===== src/rtl/axil_cmd_master_if.sv =====
// AXI4-Lite bus bundle shared by an initiator and a target.
interface axi4_lite_if #(
  parameter int ADDR_WIDTH = 32,
  parameter int DATA_WIDTH = 32
);
  logic [ADDR_WIDTH-1:0]   awaddr;
  logic [2:0]              awprot;
  logic                    awvalid;
  logic                    awready;
  logic [DATA_WIDTH-1:0]   wdata;
  logic [DATA_WIDTH/8-1:0] wstrb;
  logic                    wvalid;
  logic                    wready;
  logic [1:0]              bresp;
  logic                    bvalid;
  logic                    bready;
  logic [ADDR_WIDTH-1:0]   araddr;
  logic [2:0]              arprot;
  logic                    arvalid;
  logic                    arready;
  logic [DATA_WIDTH-1:0]   rdata;
  logic [1:0]              rresp;
  logic                    rvalid;
  logic                    rready;

  modport master (
    output awaddr, awprot, awvalid, input awready,
    output wdata, wstrb, wvalid, input wready,
    input bresp, bvalid, output bready,
    output araddr, arprot, arvalid, input arready,
    input rdata, rresp, rvalid, output rready
  );

  modport slave (
    input awaddr, awprot, awvalid, output awready,
    input wdata, wstrb, wvalid, output wready,
    output bresp, bvalid, input bready,
    input araddr, arprot, arvalid, output arready,
    output rdata, rresp, rvalid, input rready
  );
endinterface


===== src/rtl/axil_cmd_master.sv =====
// Single-outstanding AXI4-Lite initiator: turns one command into one AXI
// read or write and returns a status/data response, with an optional timeout.
module axil_cmd_master #(
  parameter int ADDR_WIDTH = 32,
  parameter int DATA_WIDTH = 32
) (
  input  logic                    clk,
  input  logic                    rst_n,
  axi4_lite_if.master             axi,
  input  logic                    cmd_valid,
  output logic                    cmd_ready,
  input  logic                    cmd_write,
  input  logic [ADDR_WIDTH-1:0]   cmd_addr,
  input  logic [DATA_WIDTH-1:0]   cmd_wdata,
  input  logic [DATA_WIDTH/8-1:0] cmd_wstrb,
  input  logic [7:0]              timeout_config,
  output logic                    rsp_valid,
  input  logic                    rsp_ready,
  output logic [DATA_WIDTH-1:0]   rsp_rdata,
  output logic [7:0]              rsp_status,
  output logic                    busy
);

  localparam logic [2:0] IDLE    = 3'd0;
  localparam logic [2:0] WR_AW_W = 3'd1;
  localparam logic [2:0] WR_RESP = 3'd2;
  localparam logic [2:0] RD_ADDR = 3'd3;
  localparam logic [2:0] RD_DATA = 3'd4;
  localparam logic [2:0] RESP    = 3'd5;

  localparam logic [7:0] ST_OKAY    = 8'h00;
  localparam logic [7:0] ST_SLVERR  = 8'h01;
  localparam logic [7:0] ST_DECERR  = 8'h02;
  localparam logic [7:0] ST_TIMEOUT = 8'h03;
  localparam logic [7:0] ST_ALIGN   = 8'h04;

  logic [2:0]              r_state;
  logic                    r_awvalid;
  logic                    r_wvalid;
  logic                    r_arvalid;
  logic                    r_bready;
  logic                    r_rready;
  logic                    r_aw_done;
  logic                    r_w_done;
  logic [11:0]             r_cnt;
  logic [7:0]              r_tcfg;
  logic                    r_rsp_valid;
  logic [DATA_WIDTH-1:0]   r_rsp_rdata;
  logic [7:0]              r_rsp_status;
  logic [ADDR_WIDTH-1:0]   r_addr;
  logic [DATA_WIDTH-1:0]   r_wdata;
  logic [DATA_WIDTH/8-1:0] r_wstrb;

  logic        w_idle;
  logic        w_accept;
  logic        w_aw_hs;
  logic        w_w_hs;
  logic        w_b_hs;
  logic        w_ar_hs;
  logic        w_r_hs;
  logic        w_aw_fin;
  logic        w_w_fin;
  logic        w_active;
  logic        w_adv;
  logic [11:0] w_limit;
  logic        w_timeout;
  logic        w_to_fire;

  // Both BRESP and RRESP fold OKAY and EXOKAY into a plain OKAY.
  function automatic logic [7:0] map_resp(input logic [1:0] resp);
    case (resp)
      2'b10:   map_resp = ST_SLVERR;
      2'b11:   map_resp = ST_DECERR;
      default: map_resp = ST_OKAY;
    endcase
  endfunction

  assign w_idle    = (r_state == IDLE);
  assign w_accept  = cmd_valid && w_idle;
  assign w_aw_hs   = r_awvalid && axi.awready;
  assign w_w_hs    = r_wvalid && axi.wready;
  assign w_b_hs    = r_bready && axi.bvalid;
  assign w_ar_hs   = r_arvalid && axi.arready;
  assign w_r_hs    = r_rready && axi.rvalid;
  assign w_aw_fin  = r_aw_done || w_aw_hs;
  assign w_w_fin   = r_w_done || w_w_hs;
  assign w_active  = (r_state == WR_AW_W) || (r_state == WR_RESP) ||
                     (r_state == RD_ADDR) || (r_state == RD_DATA);
  assign w_limit   = {r_tcfg, 4'h0};
  assign w_timeout = (r_tcfg != 8'd0) && (r_cnt >= w_limit);

  always_comb begin
    w_adv = 1'b0;
    case (r_state)
      WR_AW_W: w_adv = w_aw_fin && w_w_fin;
      WR_RESP: w_adv = w_b_hs;
      RD_ADDR: w_adv = w_ar_hs;
      RD_DATA: w_adv = w_r_hs;
      default: w_adv = 1'b0;
    endcase
  end

  // A handshake landing on the limit cycle wins over the timeout.
  assign w_to_fire = w_active && !w_adv && w_timeout;

  always_ff @(posedge clk or negedge rst_n) begin
    if (!rst_n) begin
      r_state      <= IDLE;
      r_awvalid    <= 1'b0;
      r_wvalid     <= 1'b0;
      r_arvalid    <= 1'b0;
      r_bready     <= 1'b0;
      r_rready     <= 1'b0;
      r_aw_done    <= 1'b0;
      r_w_done     <= 1'b0;
      r_cnt        <= 12'd0;
      r_tcfg       <= 8'd0;
      r_rsp_valid  <= 1'b0;
      r_rsp_rdata  <= '0;
      r_rsp_status <= ST_OKAY;
    end else begin
      if (w_active) r_cnt <= r_cnt + 12'd1;
      case (r_state)
        IDLE: begin
          if (cmd_valid) begin
            r_cnt  <= 12'd0;
            r_tcfg <= timeout_config;
            if (cmd_addr[1:0] != 2'b00) begin
              r_state      <= RESP;
              r_rsp_valid  <= 1'b1;
              r_rsp_status <= ST_ALIGN;
              r_rsp_rdata  <= '0;
            end else if (cmd_write) begin
              r_state   <= WR_AW_W;
              r_awvalid <= 1'b1;
              r_wvalid  <= 1'b1;
              r_aw_done <= 1'b0;
              r_w_done  <= 1'b0;
            end else begin
              r_state   <= RD_ADDR;
              r_arvalid <= 1'b1;
            end
          end
        end
        WR_AW_W: begin
          // AW and W retire independently; B is only awaited once both have.
          if (w_aw_hs) begin
            r_awvalid <= 1'b0;
            r_aw_done <= 1'b1;
          end
          if (w_w_hs) begin
            r_wvalid <= 1'b0;
            r_w_done <= 1'b1;
          end
          if (w_aw_fin && w_w_fin) begin
            r_state  <= WR_RESP;
            r_bready <= 1'b1;
          end
        end
        WR_RESP: begin
          if (w_b_hs) begin
            r_bready     <= 1'b0;
            r_state      <= RESP;
            r_rsp_valid  <= 1'b1;
            r_rsp_status <= map_resp(axi.bresp);
            r_rsp_rdata  <= '0;
          end
        end
        RD_ADDR: begin
          if (w_ar_hs) begin
            r_arvalid <= 1'b0;
            r_rready  <= 1'b1;
            r_state   <= RD_DATA;
          end
        end
        RD_DATA: begin
          if (w_r_hs) begin
            r_rready     <= 1'b0;
            r_state      <= RESP;
            r_rsp_valid  <= 1'b1;
            r_rsp_status <= map_resp(axi.rresp);
            r_rsp_rdata  <= axi.rdata;
          end
        end
        RESP: begin
          if (rsp_ready) begin
            r_rsp_valid <= 1'b0;
            r_state     <= IDLE;
          end
        end
        default: r_state <= IDLE;
      endcase
      if (w_to_fire) begin
        r_awvalid    <= 1'b0;
        r_wvalid     <= 1'b0;
        r_arvalid    <= 1'b0;
        r_bready     <= 1'b0;
        r_rready     <= 1'b0;
        r_state      <= RESP;
        r_rsp_valid  <= 1'b1;
        r_rsp_status <= ST_TIMEOUT;
        r_rsp_rdata  <= '0;
      end
    end
  end

  // Address/data payload is qualified by the valids, so it needs no reset.
  always_ff @(posedge clk) begin
    if (w_accept) begin
      r_addr  <= cmd_addr;
      r_wdata <= cmd_wdata;
      r_wstrb <= cmd_wstrb;
    end
  end

  assign cmd_ready   = w_idle;
  assign busy        = !w_idle;
  assign rsp_valid   = r_rsp_valid;
  assign rsp_rdata   = r_rsp_rdata;
  assign rsp_status  = r_rsp_status;

  assign axi.awaddr  = r_addr;
  assign axi.awprot  = 3'b000;
  assign axi.awvalid = r_awvalid;
  assign axi.wdata   = r_wdata;
  assign axi.wstrb   = r_wstrb;
  assign axi.wvalid  = r_wvalid;
  assign axi.bready  = r_bready;
  assign axi.araddr  = r_addr;
  assign axi.arprot  = 3'b000;
  assign axi.arvalid = r_arvalid;
  assign axi.rready  = r_rready;

endmodule


===== src/flat_wrapper.sv =====
// flat-port wrapper written by rule: the top's interface ports become plain ports
module axil_cmd_master_flat 
#(
  parameter int ADDR_WIDTH = 32,
  parameter int DATA_WIDTH = 32
)
  (clk, rst_n, cmd_valid, cmd_ready, cmd_write, cmd_addr, cmd_wdata, cmd_wstrb, timeout_config, rsp_valid, rsp_ready, rsp_rdata, rsp_status, busy, axi_awaddr, axi_awprot, axi_awvalid, axi_awready, axi_wdata, axi_wstrb, axi_wvalid, axi_wready, axi_bresp, axi_bvalid, axi_bready, axi_araddr, axi_arprot, axi_arvalid, axi_arready, axi_rdata, axi_rresp, axi_rvalid, axi_rready);
  axi4_lite_if #(.ADDR_WIDTH(ADDR_WIDTH), .DATA_WIDTH(DATA_WIDTH)) axi_i ();
  input  logic clk;
  input  logic rst_n;
  input  logic cmd_valid;
  output logic cmd_ready;
  input  logic cmd_write;
  input  logic [ADDR_WIDTH-1:0] cmd_addr;
  input  logic [DATA_WIDTH-1:0] cmd_wdata;
  input  logic [DATA_WIDTH/8-1:0] cmd_wstrb;
  input  logic [7:0] timeout_config;
  output logic rsp_valid;
  input  logic rsp_ready;
  output logic [DATA_WIDTH-1:0] rsp_rdata;
  output logic [7:0] rsp_status;
  output logic busy;
  output wire logic [$bits(axi_i.awaddr)-1:0] axi_awaddr;
  output wire logic [$bits(axi_i.awprot)-1:0] axi_awprot;
  output wire logic [$bits(axi_i.awvalid)-1:0] axi_awvalid;
  input wire logic [$bits(axi_i.awready)-1:0] axi_awready;
  output wire logic [$bits(axi_i.wdata)-1:0] axi_wdata;
  output wire logic [$bits(axi_i.wstrb)-1:0] axi_wstrb;
  output wire logic [$bits(axi_i.wvalid)-1:0] axi_wvalid;
  input wire logic [$bits(axi_i.wready)-1:0] axi_wready;
  input wire logic [$bits(axi_i.bresp)-1:0] axi_bresp;
  input wire logic [$bits(axi_i.bvalid)-1:0] axi_bvalid;
  output wire logic [$bits(axi_i.bready)-1:0] axi_bready;
  output wire logic [$bits(axi_i.araddr)-1:0] axi_araddr;
  output wire logic [$bits(axi_i.arprot)-1:0] axi_arprot;
  output wire logic [$bits(axi_i.arvalid)-1:0] axi_arvalid;
  input wire logic [$bits(axi_i.arready)-1:0] axi_arready;
  input wire logic [$bits(axi_i.rdata)-1:0] axi_rdata;
  input wire logic [$bits(axi_i.rresp)-1:0] axi_rresp;
  input wire logic [$bits(axi_i.rvalid)-1:0] axi_rvalid;
  output wire logic [$bits(axi_i.rready)-1:0] axi_rready;
  assign axi_awaddr = axi_i.awaddr;
  assign axi_awprot = axi_i.awprot;
  assign axi_awvalid = axi_i.awvalid;
  assign axi_i.awready = axi_awready;
  assign axi_wdata = axi_i.wdata;
  assign axi_wstrb = axi_i.wstrb;
  assign axi_wvalid = axi_i.wvalid;
  assign axi_i.wready = axi_wready;
  assign axi_i.bresp = axi_bresp;
  assign axi_i.bvalid = axi_bvalid;
  assign axi_bready = axi_i.bready;
  assign axi_araddr = axi_i.araddr;
  assign axi_arprot = axi_i.arprot;
  assign axi_arvalid = axi_i.arvalid;
  assign axi_i.arready = axi_arready;
  assign axi_i.rdata = axi_rdata;
  assign axi_i.rresp = axi_rresp;
  assign axi_i.rvalid = axi_rvalid;
  assign axi_rready = axi_i.rready;
  axil_cmd_master #(.ADDR_WIDTH(ADDR_WIDTH), .DATA_WIDTH(DATA_WIDTH)) u_core (.clk(clk), .rst_n(rst_n), .axi(axi_i), .cmd_valid(cmd_valid), .cmd_ready(cmd_ready), .cmd_write(cmd_write), .cmd_addr(cmd_addr), .cmd_wdata(cmd_wdata), .cmd_wstrb(cmd_wstrb), .timeout_config(timeout_config), .rsp_valid(rsp_valid), .rsp_ready(rsp_ready), .rsp_rdata(rsp_rdata), .rsp_status(rsp_status), .busy(busy));
endmodule

===== config.mk =====
export PLATFORM = sky130hd
export DESIGN_NAME = axil_cmd_master_flat
export DESIGN_NICKNAME = d
export VERILOG_FILES = /design/src/rtl/axil_cmd_master_if.sv /design/src/rtl/axil_cmd_master.sv /design/src/flat_wrapper.sv
export SDC_FILE = /design/constraint.sdc
export NUM_CORES = 1
export LEC_CHECK = 0
export ABC_CLOCK_PERIOD_IN_PS = 3400
export BUFFER_PORTS_ARGS = -buffer_cell sky130_fd_sc_hd__clkbuf_2
export CAP_MARGIN = 10
export CORE_ASPECT_RATIO = 1.5
export CORE_MARGIN = 2
export CORE_UTILIZATION = 40
export CTS_CLUSTER_SIZE = 20
export DETAILED_ROUTE_END_ITERATION = 8
export PLACE_DENSITY = 0.72
export SETUP_SLACK_MARGIN = 0.4
export SLEW_MARGIN = 20
export SYNTH_ARGS = -nofsm -noshare
export SYNTH_HDL_FRONTEND = slang
export SYNTH_SLANG_ARGS = --single-unit

===== constraint.sdc =====
create_clock -name clk -period 3.4 [get_ports clk]
set_input_delay 0.85 -clock clk [delete_from_list [all_inputs] [get_ports clk]]
set_output_delay 0.85 -clock clk [all_outputs]
set_load 0.02 [all_outputs]

==> impl_results.md, run 1 <==
* Total Die Area at about 0.015 sq mm
* Clk_skew at roughly 13 ps
* Clock buffer count from CTS at 17
* Post-route cell area at roughly 0.0073 sq mm
* Antenna violations before repair at 0
* Met3 track demand over resource in global routing at around 7%
* Htree depth at 4
* Weighted congestion at the end of routability-driven global placement at 0.838
* Transition time of the tightest slew-check pin at 813 ps
* Worst slew margin at around 46%
* Number of antenna cells inserted at 0
* Final HPWL DP at 11.2 mm
* Crit path capture type: output pin
* Net count, final at 780
* Die extent in x at roughly 100 um
* TritonCTS clock tree: built
* Root buf cell: clkbuf_16
* Total length of routed wires at 14.4 mm
* Total power per unit cell area at roughly 870 mW/mm^2
* Depth of the worst hold-timing path at 1
* Achievable Freq at 0.354 GHz
* Chip Height at approximately 150 um
* Number of sinks on the clock net at roughly 130
* #FFs+latches synth at 134
* Portion of synthesized cell area occupied by the leading cell type at between 30% and 40%
* Share of flip-flops with an asynchronous set or reset at slightly below 50%
* Leakage Power at roughly 3.5 nW
* Number of placement rows at 52
* Post-route clock period utilization at around 83%
* Maximum fanout along the worst path at 19
* Critical path startpoint category: flip-flop
* Clock-pin slew on the worst setup and hold paths at ~60 ps
* Global-route wire length before repair at between 20 and 25 mm
* Final slew viol count at 0
* Detailed Routing Iterations Pass 1 at 4
* Number of post-CTS setup repair buffers at 0
* Number of unique standard cell types used by synthesis at 54
* Cells after synthesis at between 400 and 500
* Deepest clock path buffer count at 2
* Fraction of met1 tracks used by global routing at a little over 20%
* Peak supply drop at 0.000428 V
* Skew-Pair Late Insertion Delay at slightly above 400 ps
* Antenna Violating Nets Remaining at 0
* Mean Syn Cell Area at approximately 14 sq um
* Post-cts hold buffer count at 0
* Met2 Track Usage GR at roughly a third
* Result of the run: finished clean
* Hold violation count in the final report at 0
* Reg2Reg Capture Point: u_core.r_state[1]$_DFFE_PN0P_
* Synth area leader: edfxtp_1
* Number of design rule violations left after detail routing at 0
* Part of the Yosys area used for sequential elements at 67.2%
* Critical Path Max Stage Delay at slightly above 600 ps
* Type of the most critical hold path: flip-flop to flip-flop
* Final setup viols at 0
* Post-DR wirelength/cell at approximately 18 um
* Iteration-0 DRC count of the detailed router at approximately 160
* Unrepaired setup endpoints after global routing: no
* Min cycle time layout at 2830 ps
* Via count normalized by instance count at 5.00
* Post-Syn Area at between 0.005 and 0.006 sq mm
* Total global-route track usage at approximately 20%
* Starting utilization of the core area at between 40 and 50%
* Summed negative setup slack over all endpoints at 0 ps
* Data required time at the worst endpoint at 2550 ps
* Standard cell core area at approximately 0.013 sq mm
* Ys flop type: edfxtp_1
* Via total after detailed routing at between 4,000 and 5,000
* GR Overflow Total at 0
* Crit Path Class: flip-flop to output pin
* Data arrival at the endpoint of the critical path at about 2000 ps
* Worst R2R Start: u_core.r_cnt[4]$_DFF_PN0_
* Worst-case hold path end point: u_core.rsp_rdata[11]$_DFFE_PN0P_
* Fraction of final layout cells sized beyond drive strength 1 at between 40 and 50%
* Count of maximum capacitance violations at 0
* Area overhead of the layout relative to synthesis at 33.6%
* Number of gates resized after cts at 0
* List of cells traversed by the critical path: or3_1, clkinv_2, clkbuf_2
* Reg2Reg Setup Slack at roughly 980 ps
* Most area-consuming cells after synthesis: edfxtp_1 37%, dfrtp_1 30%, buf_4 6.0%
* Top-Level Pins at around 280
* Beginning of the worst hold path: u_core.rsp_rdata[11]$_DFFE_PN0P_
* Most Crowded Layer GR: met2
* Largest net degree at the start of global routing at 67
* Yosys warning count at 0
* Critical path buffer and inverter count at 2
* Buffers added on ports at 264
* Post-Place Cell Area at 0.00675 sq mm
* Library cell contributing the largest single delay on the critical path: or3_1
* Number of global-route vias before repair at approximately 4,300
* Number of flops mapped to enable cells by yosys at between 60 and 70
* Worst Reg2Reg Path Length in Cells at 8
* Cell family contributing the most delay on the critical path: simple AND/OR/NAND/NOR gates
[synthesized netlist by cell type (2+ instances only)]
cell      instances
buf_6             3
ha_1             10
nor3b_1           3
nor2_1           17
nand2b_1          2
inv_1            13
buf_1             2
nor3_1            7
a31oi_1           4
or3_1             3
buf_4            44
nand2_1          27
xor2_1            7
a211o_1           3
clkbuf_1          4
nand3_1           8
nor4_1            4
buf_2             6
nor2b_1           3
a22o_2            2
edfxtp_1         68
o21ai_0          18
dfrtp_1          66
nand4_1           5
xnor2_1           2
a22o_1           30
a21oi_1          15
a211oi_1          3
[logic make-up (layout without fill, tap and decap cells)]
logic type	after synthesis	count (layout)	share of synthesized area, %
AOI/OAI and AO/OA	86	86	11.5
buffers and inverters	73	319	8.56
and+or+nand+nor	91	91	8.76
muxes	1	1	0.205
DFF	134	134	67.2
adders and majority gates	10	10	2.28
xor gates and xnor gates	9	9	1.43
other	1	11	0.0682
[how the worst max path moves through the flow]
stage | to | from | cells after the start
after floorplan | u_core.axi.araddr[0]$_DFFE_PP_ | u_core.r_state[0]$_DFFE_PN0P_ | 5
after global placement | u_core.r_state[1]$_DFFE_PN0P_ | axi_wready | 7
after detailed placement | u_core.r_state[1]$_DFFE_PN0P_ | axi_awready | 7
after CTS | cmd_ready | u_core.r_state[0]$_DFFE_PN0P_ | 3
after global routing | cmd_ready | u_core.r_state[0]$_DFFE_PN0P_ | 3
final | cmd_ready | u_core.r_state[0]$_DFFE_PN0P_ | 3
[state kept, by name, summed over array words and instances, names as in the netlist, 3 cells and up]
name               cells
u_core.axi.araddr     32
u_core.axi.wdata      32
u_core.axi.wstrb       4
u_core.r_cnt          12
u_core.r_state         3
u_core.r_tcfg          8
u_core.rsp_rdata      32
u_core.rsp_status      3
[worst register-to-register path, stage by stage, from the launching register on]
cell,delay (ps)
dfrtp_1,380
inv_1,80
ha_1,280
nand4bb_1,110
a211oi_1,260
nor3_1,130
nor4_1,690
buf_4,290
o22ai_1,100
[final cells by class]
type	instances	area [sq um]
Fill cell	1131	6120
Multi-Input combinational cell	208	1380
Inverter	14	53.8
Clock inverter	15	164
Clock buffer	17	425
Sequential cell	134	3690
Timing Repair Buffer	273	1430
Tap cell	162	203
[layer usage]
| metal | wire [um] | vias to the layer above |
|---|---|---|
| li1 | - | 1917 |
| met1 | 5160 | 1933 |
| met2 | 7500 | 240 |
| met3 | 1340 | 28 |
| met4 | 412 | 0 |
| met5 | 0 | - |
[where the power goes]
| group | total [mW] | leakage (nW) | switching (mW) | internal, mW |
|---|---|---|---|---|
| Sequential | 2.51 | 1.50 | 0.348 | 2.16 |
| Clock | 1.80 | 0.280 | 0.765 | 1.04 |
| Combinational | 2.06 | 1.72 | 1.29 | 0.771 |
[placed cells by master, fill, tap and decap left out, types with 4 or more instances in the layout]
cell	netlist	routed
clkbuf_2	0	264
edfxtp_1	68	68
dfrtp_1	66	66
a22o_1	30	30
nand2_1	27	27
o21ai_0	18	18
clkbuf_16	0	17
nor2_1	17	16
a21oi_1	15	15
inv_1	13	13
conb_1	1	11
ha_1	10	10
nand3_1	8	8
xor2_1	7	7
nor3_1	7	7
buf_4	44	6
nand4_1	5	5
inv_6	0	5
nor4_1	4	4
a31oi_1	4	4
[metrics by stage]
step           std cells  power, mW  worst slack, ps  hold WS (ps)  util [%]
2_1_floorplan        415       3.96              799           493         -
3_3_place_gp         791       4.52              986           481      50.1
5_1_grt              823       6.74              467           515      54.5
3_5_place_dp         791       4.59              903           485      50.1
4_1_cts              823       6.43              574           504      54.5
6_report             823       6.37              571           501      54.5
Power figures use the tool's default switching activity.
==> run 2, diff against run 1 <==
- ABC_AREA: not set -> 1
- ABC_CLOCK_PERIOD_IN_PS: 3400 -> 2350
- PLACE_DENSITY: 0.72 -> 0.74
- clock period: 3.4 -> 2.35 ns (I/O delays scaled with it)
==> run 2 against run 1 <==
  * Via count up 27%
  * Die area is 6.7% higher
  * Critical endpoint is now u_core.rsp_rdata[20]$_DFFE_PN0P_
  * Utilization grew 6.9 points
  * Clock-buffer cell count unchanged
  * Combinational power increased to 2.8 times the previous value
  * Register-to-register slack worse by 790 ps
  * Hold slack worse by 330 ps
==> impl_results.md, run 2 <==
* Cell family contributing the most delay on the critical path: simple AND/OR/NAND/NOR gates (unchanged)
* Data arrival at the endpoint of the critical path at 2450 ps (was 1980 ps)
* Synth area leader: edfxtp_1 (unchanged)
* Total Die Area at 0.0157 sq mm (was 0.0147 sq mm)
* Worst R2R Start: u_core.r_state[0]$_DFFE_PN0P_ (was u_core.r_cnt[4]$_DFF_PN0_)
* Chip Height at 152 um (was 148 um)
* TritonCTS clock tree: built (unchanged)
* Post-Syn Area at 0.00588 sq mm (was 0.00550 sq mm)
* Result of the run: finished clean (unchanged)
* Via count normalized by instance count at 4.83 (was 5.00)
* Critical Path Max Stage Delay at 480 ps (was 610 ps)
* Number of sinks on the clock net at 134 (unchanged)
* Die extent in x at 103 um (was 99.7 um)
* Mean Syn Cell Area at 9.90 sq um (was 13.6 sq um)
* Number of antenna cells inserted at 0 (unchanged)
* Post-route cell area at 0.00888 sq mm (was 0.00734 sq mm)
* Number of design rule violations left after detail routing at 0 (unchanged)
* Buffers added on ports at 264 (unchanged)
* Post-DR wirelength/cell at 16.8 um (was 17.5 um)
* Top-Level Pins at 276 (unchanged)
* Via total after detailed routing at 5,250 (was 4,118)
* Fraction of final layout cells sized beyond drive strength 1 at 51.2% (was 48.0%)
* Type of the most critical hold path: input port to async pin (was flip-flop to flip-flop)
* Highest metal layer with signal wires: met4 (unchanged)
* Transition time of the tightest slew-check pin at 581 ps (was 813 ps)
* Top-count cell post-synth: nand2_1 (was edfxtp_1)
* Net count, final at 1,012 (was 780)
* Area overhead of the layout relative to synthesis at 51.1% (was 33.6%)
* Worst slew margin at 60.8% (was 45.8%)
* Number of flops mapped to enable cells by yosys at 68 (unchanged)
* Achievable Freq at 0.464 GHz
* Iteration-0 DRC count of the detailed router at 235 (was 158)
* Number of placement rows at 54 (was 52)
* Detailed Routing Iterations Pass 1 at 4 (unchanged)
* Most frequent cells in the layout: 261 x clkbuf_2, 167 x nand2_1, 68 x edfxtp_1 (was 264 x clkbuf_2, 68 x edfxtp_1, 66 x dfrtp_1)
* Worst Reg2Reg Path Length in Cells at 14 (was 8)
* Leakage Power at 4.34 nW (was 3.50 nW)
* Htree depth at 4 (unchanged)
* Final setup viols at 0 (unchanged)
* Clock buffer count from CTS at 17 (unchanged)
* Post-cts hold buffer count at 0 (unchanged)
* Wl on met1 at 6.17 mm (was 5.16 mm)
* Summed negative setup slack over all endpoints at 0 ps (unchanged)
* Yosys warning count at 0 (unchanged)
* Final HPWL DP at 11.6 mm (was 11.2 mm)
* Number of global-route vias before repair at 5,007 (was 4,293)
* Total global-route track usage at 21.1% (was 19.8%)
* Crit Path Class: flip-flop to flip-flop (was flip-flop to output pin)
* Unrepaired setup endpoints after global routing: yes (was no)
* Peak supply drop at 0.00115 V (was 0.000428 V)
* List of cells traversed by the critical path: inv_2, nand3_4, nor2_1, nor2_1, nand2_1, nor2_2, nand2_4, nand3_4, nand2_4, nor2_8, buf_12, clkinv_16, nand2_1, nand2_2 (was or3_1, clkinv_2, clkbuf_2)
* Portion of synthesized cell area occupied by the leading cell type at 34.7% (was 37.2%)
* Starting utilization of the core area at 40.7% (was 40.8%)
* Part of the Yosys area used for sequential elements at 62.8% (was 67.2%)
* Total length of routed wires at 18.3 mm (was 14.4 mm)
* Clk_skew at 8.48 ps (was 13.0 ps)
* Most common cell after layout, fill and taps aside: clkbuf_2 (unchanged)
* Worst hold slack after final layout at 172 ps (was 501 ps)
* Length of routed met3 wiring at 1.28 mm (was 1.34 mm)
* Total power per unit cell area at 1350 mW/mm^2 (was 868 mW/mm^2)
* Skew-Pair Late Insertion Delay at 410 ps (about the same)
* GR Overflow Total at 0 (unchanged)
* Root buf cell: clkbuf_16 (unchanged)
* Library cell contributing the largest single delay on the critical path: dfrtp_2 (was or3_1)
* Count of maximum capacitance violations at 0 (unchanged)
* Reg2Reg Setup Slack at 190 ps (was 980 ps)
* Weighted congestion at the end of routability-driven global placement at 0.931 (was 0.838)
* Reg2Reg Capture Point: u_core.rsp_rdata[20]$_DFFE_PN0P_ (was u_core.r_state[1]$_DFFE_PN0P_)
* Detail Route met2 WL at 10.2 mm (was 7.50 mm)
* Antenna Violating Nets Remaining at 0 (unchanged)
* Antenna violations before repair at 0 (unchanged)
* Min cycle time layout at roughly 2200 ps
* Post-route clock period utilization at around nine tenths
* Global-route wire length before repair at 25.3 mm (was 22.0 mm)
* Post-Place Cell Area at 0.00718 sq mm (was 0.00675 sq mm)
* Critical path buffer and inverter count at 3 (was 2)
* Final cell count without fillers at 1,088 (was 823)
* DP Cell Count at 1,012 (was 791)
* Ys flop type: edfxtp_1 (unchanged)
* Deepest clock path buffer count at 2 (unchanged)
* Number of unique standard cell types used by synthesis at 33 (was 54)
* Hold violation count in the final report at 0 (unchanged)
* Layout filler cell count at 1,195 (was 1,131)
* Final slew viol count at 0 (unchanged)
* Maximum fanout along the worst path at 18 (was 19)
* Largest net degree at the start of global routing at 87 (was 67)
* Clock-pin slew on the worst setup and hold paths at 60 ps (about the same)
* Standard cell core area at 0.0145 sq mm (was 0.0135 sq mm)
* Critical path startpoint category: flip-flop (unchanged)
* #FFs+latches synth at 134 (unchanged)
* Share of flip-flops with an asynchronous set or reset at 49.3% (unchanged)
* Cells after synthesis at 594 (was 405)
* Most area-consuming cells after synthesis: edfxtp_1 35%, dfrtp_1 28%, nand2_1 13% (was edfxtp_1 37%, dfrtp_1 30%, buf_4 6.0%)
* Data required time at the worst endpoint at 2640 ps (was 2550 ps)
* Top post-synthesis cells by count: 196 x nand2_1, 68 x edfxtp_1, 66 x dfrtp_1 (was 68 x edfxtp_1, 66 x dfrtp_1, 44 x buf_4)
* Crit path capture type: flip-flop (was output pin)
## run 2: area by class of cell
cell class              count  area [sq um]  area share [%]
well taps                 196           245            2.76
repair inverters            1          16.3           0.183
clock buffers              17           425            4.79
flip-flops and latches    134          3700            41.6
repair buffers            316          1980            22.3
clock inverters            14           166            1.87
inverters                  42           193            2.17
multi-input cells         368          2160            24.3
## run 2: how the worst max path moves through the flow
stage	cells past startpoint	end	slack (ps)	start
6_report	14	u_core.rsp_rdata[20]$_DFFE_PN0P_	190	u_core.r_state[0]$_DFFE_PN0P_
5_1_grt	14	u_core.rsp_rdata[20]$_DFFE_PN0P_	60	u_core.r_tcfg[4]$_DFFE_PN0P_
4_1_cts	13	u_core.rsp_rdata[3]$_DFFE_PN0P_	300	u_core.r_tcfg[3]$_DFFE_PN0P_
3_5_place_dp	14	u_core.rsp_rdata[28]$_DFFE_PN0P_	170	u_core.r_cnt[7]$_DFF_PN0_
3_3_place_gp	15	u_core.rsp_rdata[0]$_DFFE_PN0P_	210	u_core.r_tcfg[1]$_DFFE_PN0P_
2_1_floorplan	6	u_core.axi.araddr[0]$_DFFE_PP_	450	u_core.r_state[1]$_DFFE_PN0P_
## run 2: through the flow
step	utilization [%]	total power [mW]	worst slack, ps
6_report	61.4	12.0	194
5_1_grt	61.4	12.7	57.1
4_1_cts	56.4	10.8	303
3_5_place_dp	49.7	7.45	172
3_3_place_gp	49.7	7.36	212
2_1_floorplan	-	6.30	449
## run 2: routing by layer
layer / GRT usage (%) / up-vias
met2: 38.6 / 250
met4: 10.0 / 0
met3: 5.28 / 49
met5: 0 / -
li1: - / 2443
met1: 21.7 / 2508
## run 2: timing repair
action,CTS,global route
gates cloned,4,5
pin swaps,9,47
buffers inserted,18,18
gates resized for setup,32,130
endpoints found under the setup margin,43,47
## run 2: cell families (layout without fill, tap and decap cells)
logic type | count (synthesis) | after routing | share of synthesized area [%]
other | 1 | 11 | 0.0638
buffers and inverters | 102 | 390 | 9.85
flip-flops | 134 | 134 | 62.8
AO/OA/AOI/OAI | 52 | 52 | 4.72
adder cells (fa/ha/maj) | 10 | 10 | 2.13
AND/OR/NAND/NOR | 295 | 295 | 20.4
## run 2: report_power, final
part / switching (mW) / internal, mW / leakage [nW] / total [mW]
Combinational: 3.47 / 2.23 / 2.58 / 5.70
Sequential: 0.440 / 3.20 / 1.48 / 3.64
Clock: 1.07 / 1.59 / 0.281 / 2.66
Total: 4.98 / 7.02 / 4.34 / 12.0
## run 2: worst register-to-register path, cell delays in order (launching register included)
cell and delay, ps:
dfrtp_2 480, inv_2 90, nand3_4 90, nor2_1 50, nor2_1 170, nand2_1 100, nor2_2 160, nand2_4 120
nand3_4 130, nand2_4 70, nor2_8 130, buf_12 170, clkinv_16 90, nand2_1 110, nand2_2 80
==> run 3, diff against run 2 <==
- CELL_PAD_IN_SITES_DETAIL_PLACEMENT: not set -> 0
- CELL_PAD_IN_SITES_GLOBAL_PLACEMENT: not set -> 1
- CORE_UTILIZATION: 40 -> 31
- PLACE_DENSITY: 0.74 -> 0.78
==> run 3 against run 2 <==
  * Wire length fell by 14%
  * Largest cell class unchanged
  * Setup slack improved by 86 ps
  * Largest power group unchanged
  * Sequential power shrank 1%
  * Highest routed layer unchanged
  * Final area fell by 6.0%
  * Hold slack about the same
==> impl_results.md, run 3 (synthesized netlist as in run 2, its figures left out) <==
* Summed negative setup slack over all endpoints at 0 ps (unchanged)
* Antenna Violating Nets Remaining at 0 (unchanged)
* Largest net degree at the start of global routing at 50 (was 87)
* Number of antenna cells inserted at 0 (unchanged)
* Transition time of the tightest slew-check pin at 584 ps (was 581 ps)
* Post-Route Utilization at 45.0% (was 61.4%)
* Hold violation count in the final report at 0 (unchanged)
* Htree depth at 4 (unchanged)
* Detailed Routing Iterations Pass 1 at 4 (unchanged)
* Worst Reg2Reg Path Length in Cells at 11 (was 14)
* Antenna violations before repair at 0 (unchanged)
* Unrepaired setup endpoints after global routing: yes (unchanged)
* Deepest clock path buffer count at 2 (unchanged)
* Die extent in x at 116 um (was 103 um)
* Library cell contributing the largest single delay on the critical path: dfrtp_1 (was dfrtp_2)
* Chip Height at 173 um (was 152 um)
* Crit Path Class: flip-flop to flip-flop (unchanged)
* Net count, final at 1,001 (was 1,012)
* Worst setup slack before clock tree synthesis at 69.0 ps (was 172 ps)
* Final HPWL DP at 11.9 mm (was 11.6 mm)
* Total length of routed wires at 15.8 mm (was 18.3 mm)
* Via total after detailed routing at 4,847 (was 5,250)
* Most common cell after layout, fill and taps aside: clkbuf_2 (unchanged)
* Total power per unit cell area at 1280 mW/mm^2 (was 1350 mW/mm^2)
* Number of design rule violations left after detail routing at 0 (unchanged)
* Starting utilization of the core area at 31.7% (was 40.7%)
* Count of maximum capacitance violations at 0 (unchanged)
* Number of placement rows at 61 (was 54)
* Cell family contributing the most delay on the critical path: simple AND/OR/NAND/NOR gates (unchanged)
* Data arrival at the endpoint of the critical path at 2380 ps (was 2450 ps)
* Clk_skew at 9.09 ps (was 8.48 ps)
* Weighted congestion at the end of routability-driven global placement at 0.804 (was 0.931)
* Buffers added on ports at 264 (unchanged)
* Worst hold slack after final layout at 172 ps (about the same)
* Critical path buffer and inverter count at 2 (was 3)
* Most frequent cells in the layout: 262 x clkbuf_2, 188 x nand2_1, 68 x edfxtp_1 (was 261 x clkbuf_2, 167 x nand2_1, 68 x edfxtp_1)
* Iteration-0 DRC count of the detailed router at 199 (was 235)
* Highest metal layer with signal wires: met4 (unchanged)
* Detail Route met2 WL at 8.48 mm (was 10.2 mm)
* Achievable Freq at 0.483 GHz (was 0.464 GHz)
* Count of cell instances traversed by the critical path at 11 (was 14)
* Post-route clock period utilization at 88.1% (was 91.7%)
* Min cycle time layout at 2070 ps (was 2160 ps)
* List of cells traversed by the critical path: ha_1, nand2_2, nor2_2, nand4_1, nand3_4, nand2_4, buf_8, buf_4, o21ai_4, nand3_4, o21a_1 (was inv_2, nand3_4, nor2_1, nor2_1, nand2_1, nor2_2, nand2_4, nand3_4, nand2_4, nor2_8, buf_12, clkinv_16, nand2_1, nand2_2)
* Critical Path Max Stage Delay at 410 ps (was 480 ps)
* Final slew viol count at 0 (unchanged)
* Final setup viols at 0 (unchanged)
* Number of global-route vias before repair at 4,603 (was 5,007)
* Total Die Area at 0.0201 sq mm (was 0.0157 sq mm)
* Area overhead of the layout relative to synthesis at 42.1% (was 51.1%)
* Worst slew margin at 61.0% (was 60.8%)
* Post-layout total power at 10.7 mW (was 12.0 mW)
* Maximum fanout along the worst path at 5 (was 18)
* Length of routed met3 wiring at 1.29 mm (was 1.28 mm)
* Data required time at the worst endpoint at 2660 ps (was 2640 ps)
* Number of sinks on the clock net at 134 (unchanged)
* GR Overflow Total at 0 (unchanged)
* Root buf cell: clkbuf_16 (unchanged)
* Type of the most critical hold path: input port to async pin (unchanged)
* Fraction of final layout cells sized beyond drive strength 1 at 44.0% (was 51.2%)
* Clock buffer count from CTS at 17 (unchanged)
* Post-DR wirelength/cell at 13.9 um (was 16.8 um)
* Leakage Power at 4.23 nW (was 4.34 nW)
* Crit path capture type: flip-flop (unchanged)
* Most prevalent standard cell on the critical path: nand3_4
* Wl on met1 at 5.72 mm (was 6.17 mm)
* Peak supply drop at 0.000836 V (was 0.00115 V)
* TritonCTS clock tree: built (unchanged)
* Via count normalized by instance count at 4.27 (was 4.83)
* Skew-Pair Late Insertion Delay at 420 ps (was 410 ps)
* Top-Level Pins at 276 (unchanged)
* Total global-route track usage at 15.7% (was 21.1%)
* Global-route wire length before repair at 23.9 mm (was 25.3 mm)
* Result of the run: finished clean (unchanged)
* Clock-pin slew on the worst setup and hold paths at 60 ps (about the same)
* Standard cell core area at 0.0185 sq mm (was 0.0145 sq mm)
* Critical path startpoint category: flip-flop (unchanged)
* Final WS setup at 280 ps (was 194 ps)
[run 3: metrics by stage]
step | area, sq um | std cells
floorplan | 5940 | 604
global placement | 7290 | 1077
finish | 8350 | 1134
CTS | 8170 | 1125
global route | 8350 | 1134
detailed placement | 7290 | 1077
[run 3: cell type report]
| cell class | instances | area, sq um |
|---|---|---|
| repair buffers | 304 | 1730 |
| inverters | 42 | 174 |
| multi-input cells | 370 | 1830 |
| clock inverters | 11 | 118 |
| clock buffers | 21 | 492 |
| well taps | 252 | 315 |
| flip-flops and latches | 134 | 3700 |
| fillers | 1823 | 10200 |
[run 3: per-layer routing]
layer / up-vias / global-route usage, %
li1: 2412 / -
met1: 2201 / 16.8
met2: 215 / 28.6
met3: 19 / 4.10
met4: 0 / 6.15
met5: - / 0
[run 3: worst paths after layout]
| path | from | endpoint | slack (ps) |
|---|---|---|---|
| worst max-delay path | u_core.r_cnt[6]$_DFF_PN0_ | u_core.r_state[2]$_DFFE_PN0P_ | 280 |
| worst min-delay path | rst_n | u_core.r_tcfg[7]$_DFFE_PN0P_ | 170 |
| worst max register to register | u_core.r_cnt[6]$_DFF_PN0_ | u_core.r_state[2]$_DFFE_PN0P_ | 280 |
| worst min register to register | u_core.rsp_status[1]$_DFFE_PN0P_ | u_core.rsp_status[1]$_DFFE_PN0P_ | 470 |
| max in group asynchronous | rst_n | u_core.rsp_rdata[27]$_DFFE_PN0P_ | 1540 |
| min in group clk | cmd_wdata[0] | u_core.axi.wdata[0]$_DFFE_PP_ | 340 |
[run 3: timing repair]
action,CTS,global route
setup endpoints to repair,46,46
hold buffers,0,0
pin swaps,6,9
cloned,2,1
resized for setup,37,26
setup buffers,14,8
[run 3: where the power goes]
part | total [mW] | switching, mW | internal, mW
combinational | 4.35 | 2.83 | 1.52
clock | 2.72 | 1.01 | 1.71
sequential | 3.59 | 0.396 | 3.20
total | 10.7 | 4.24 | 6.42
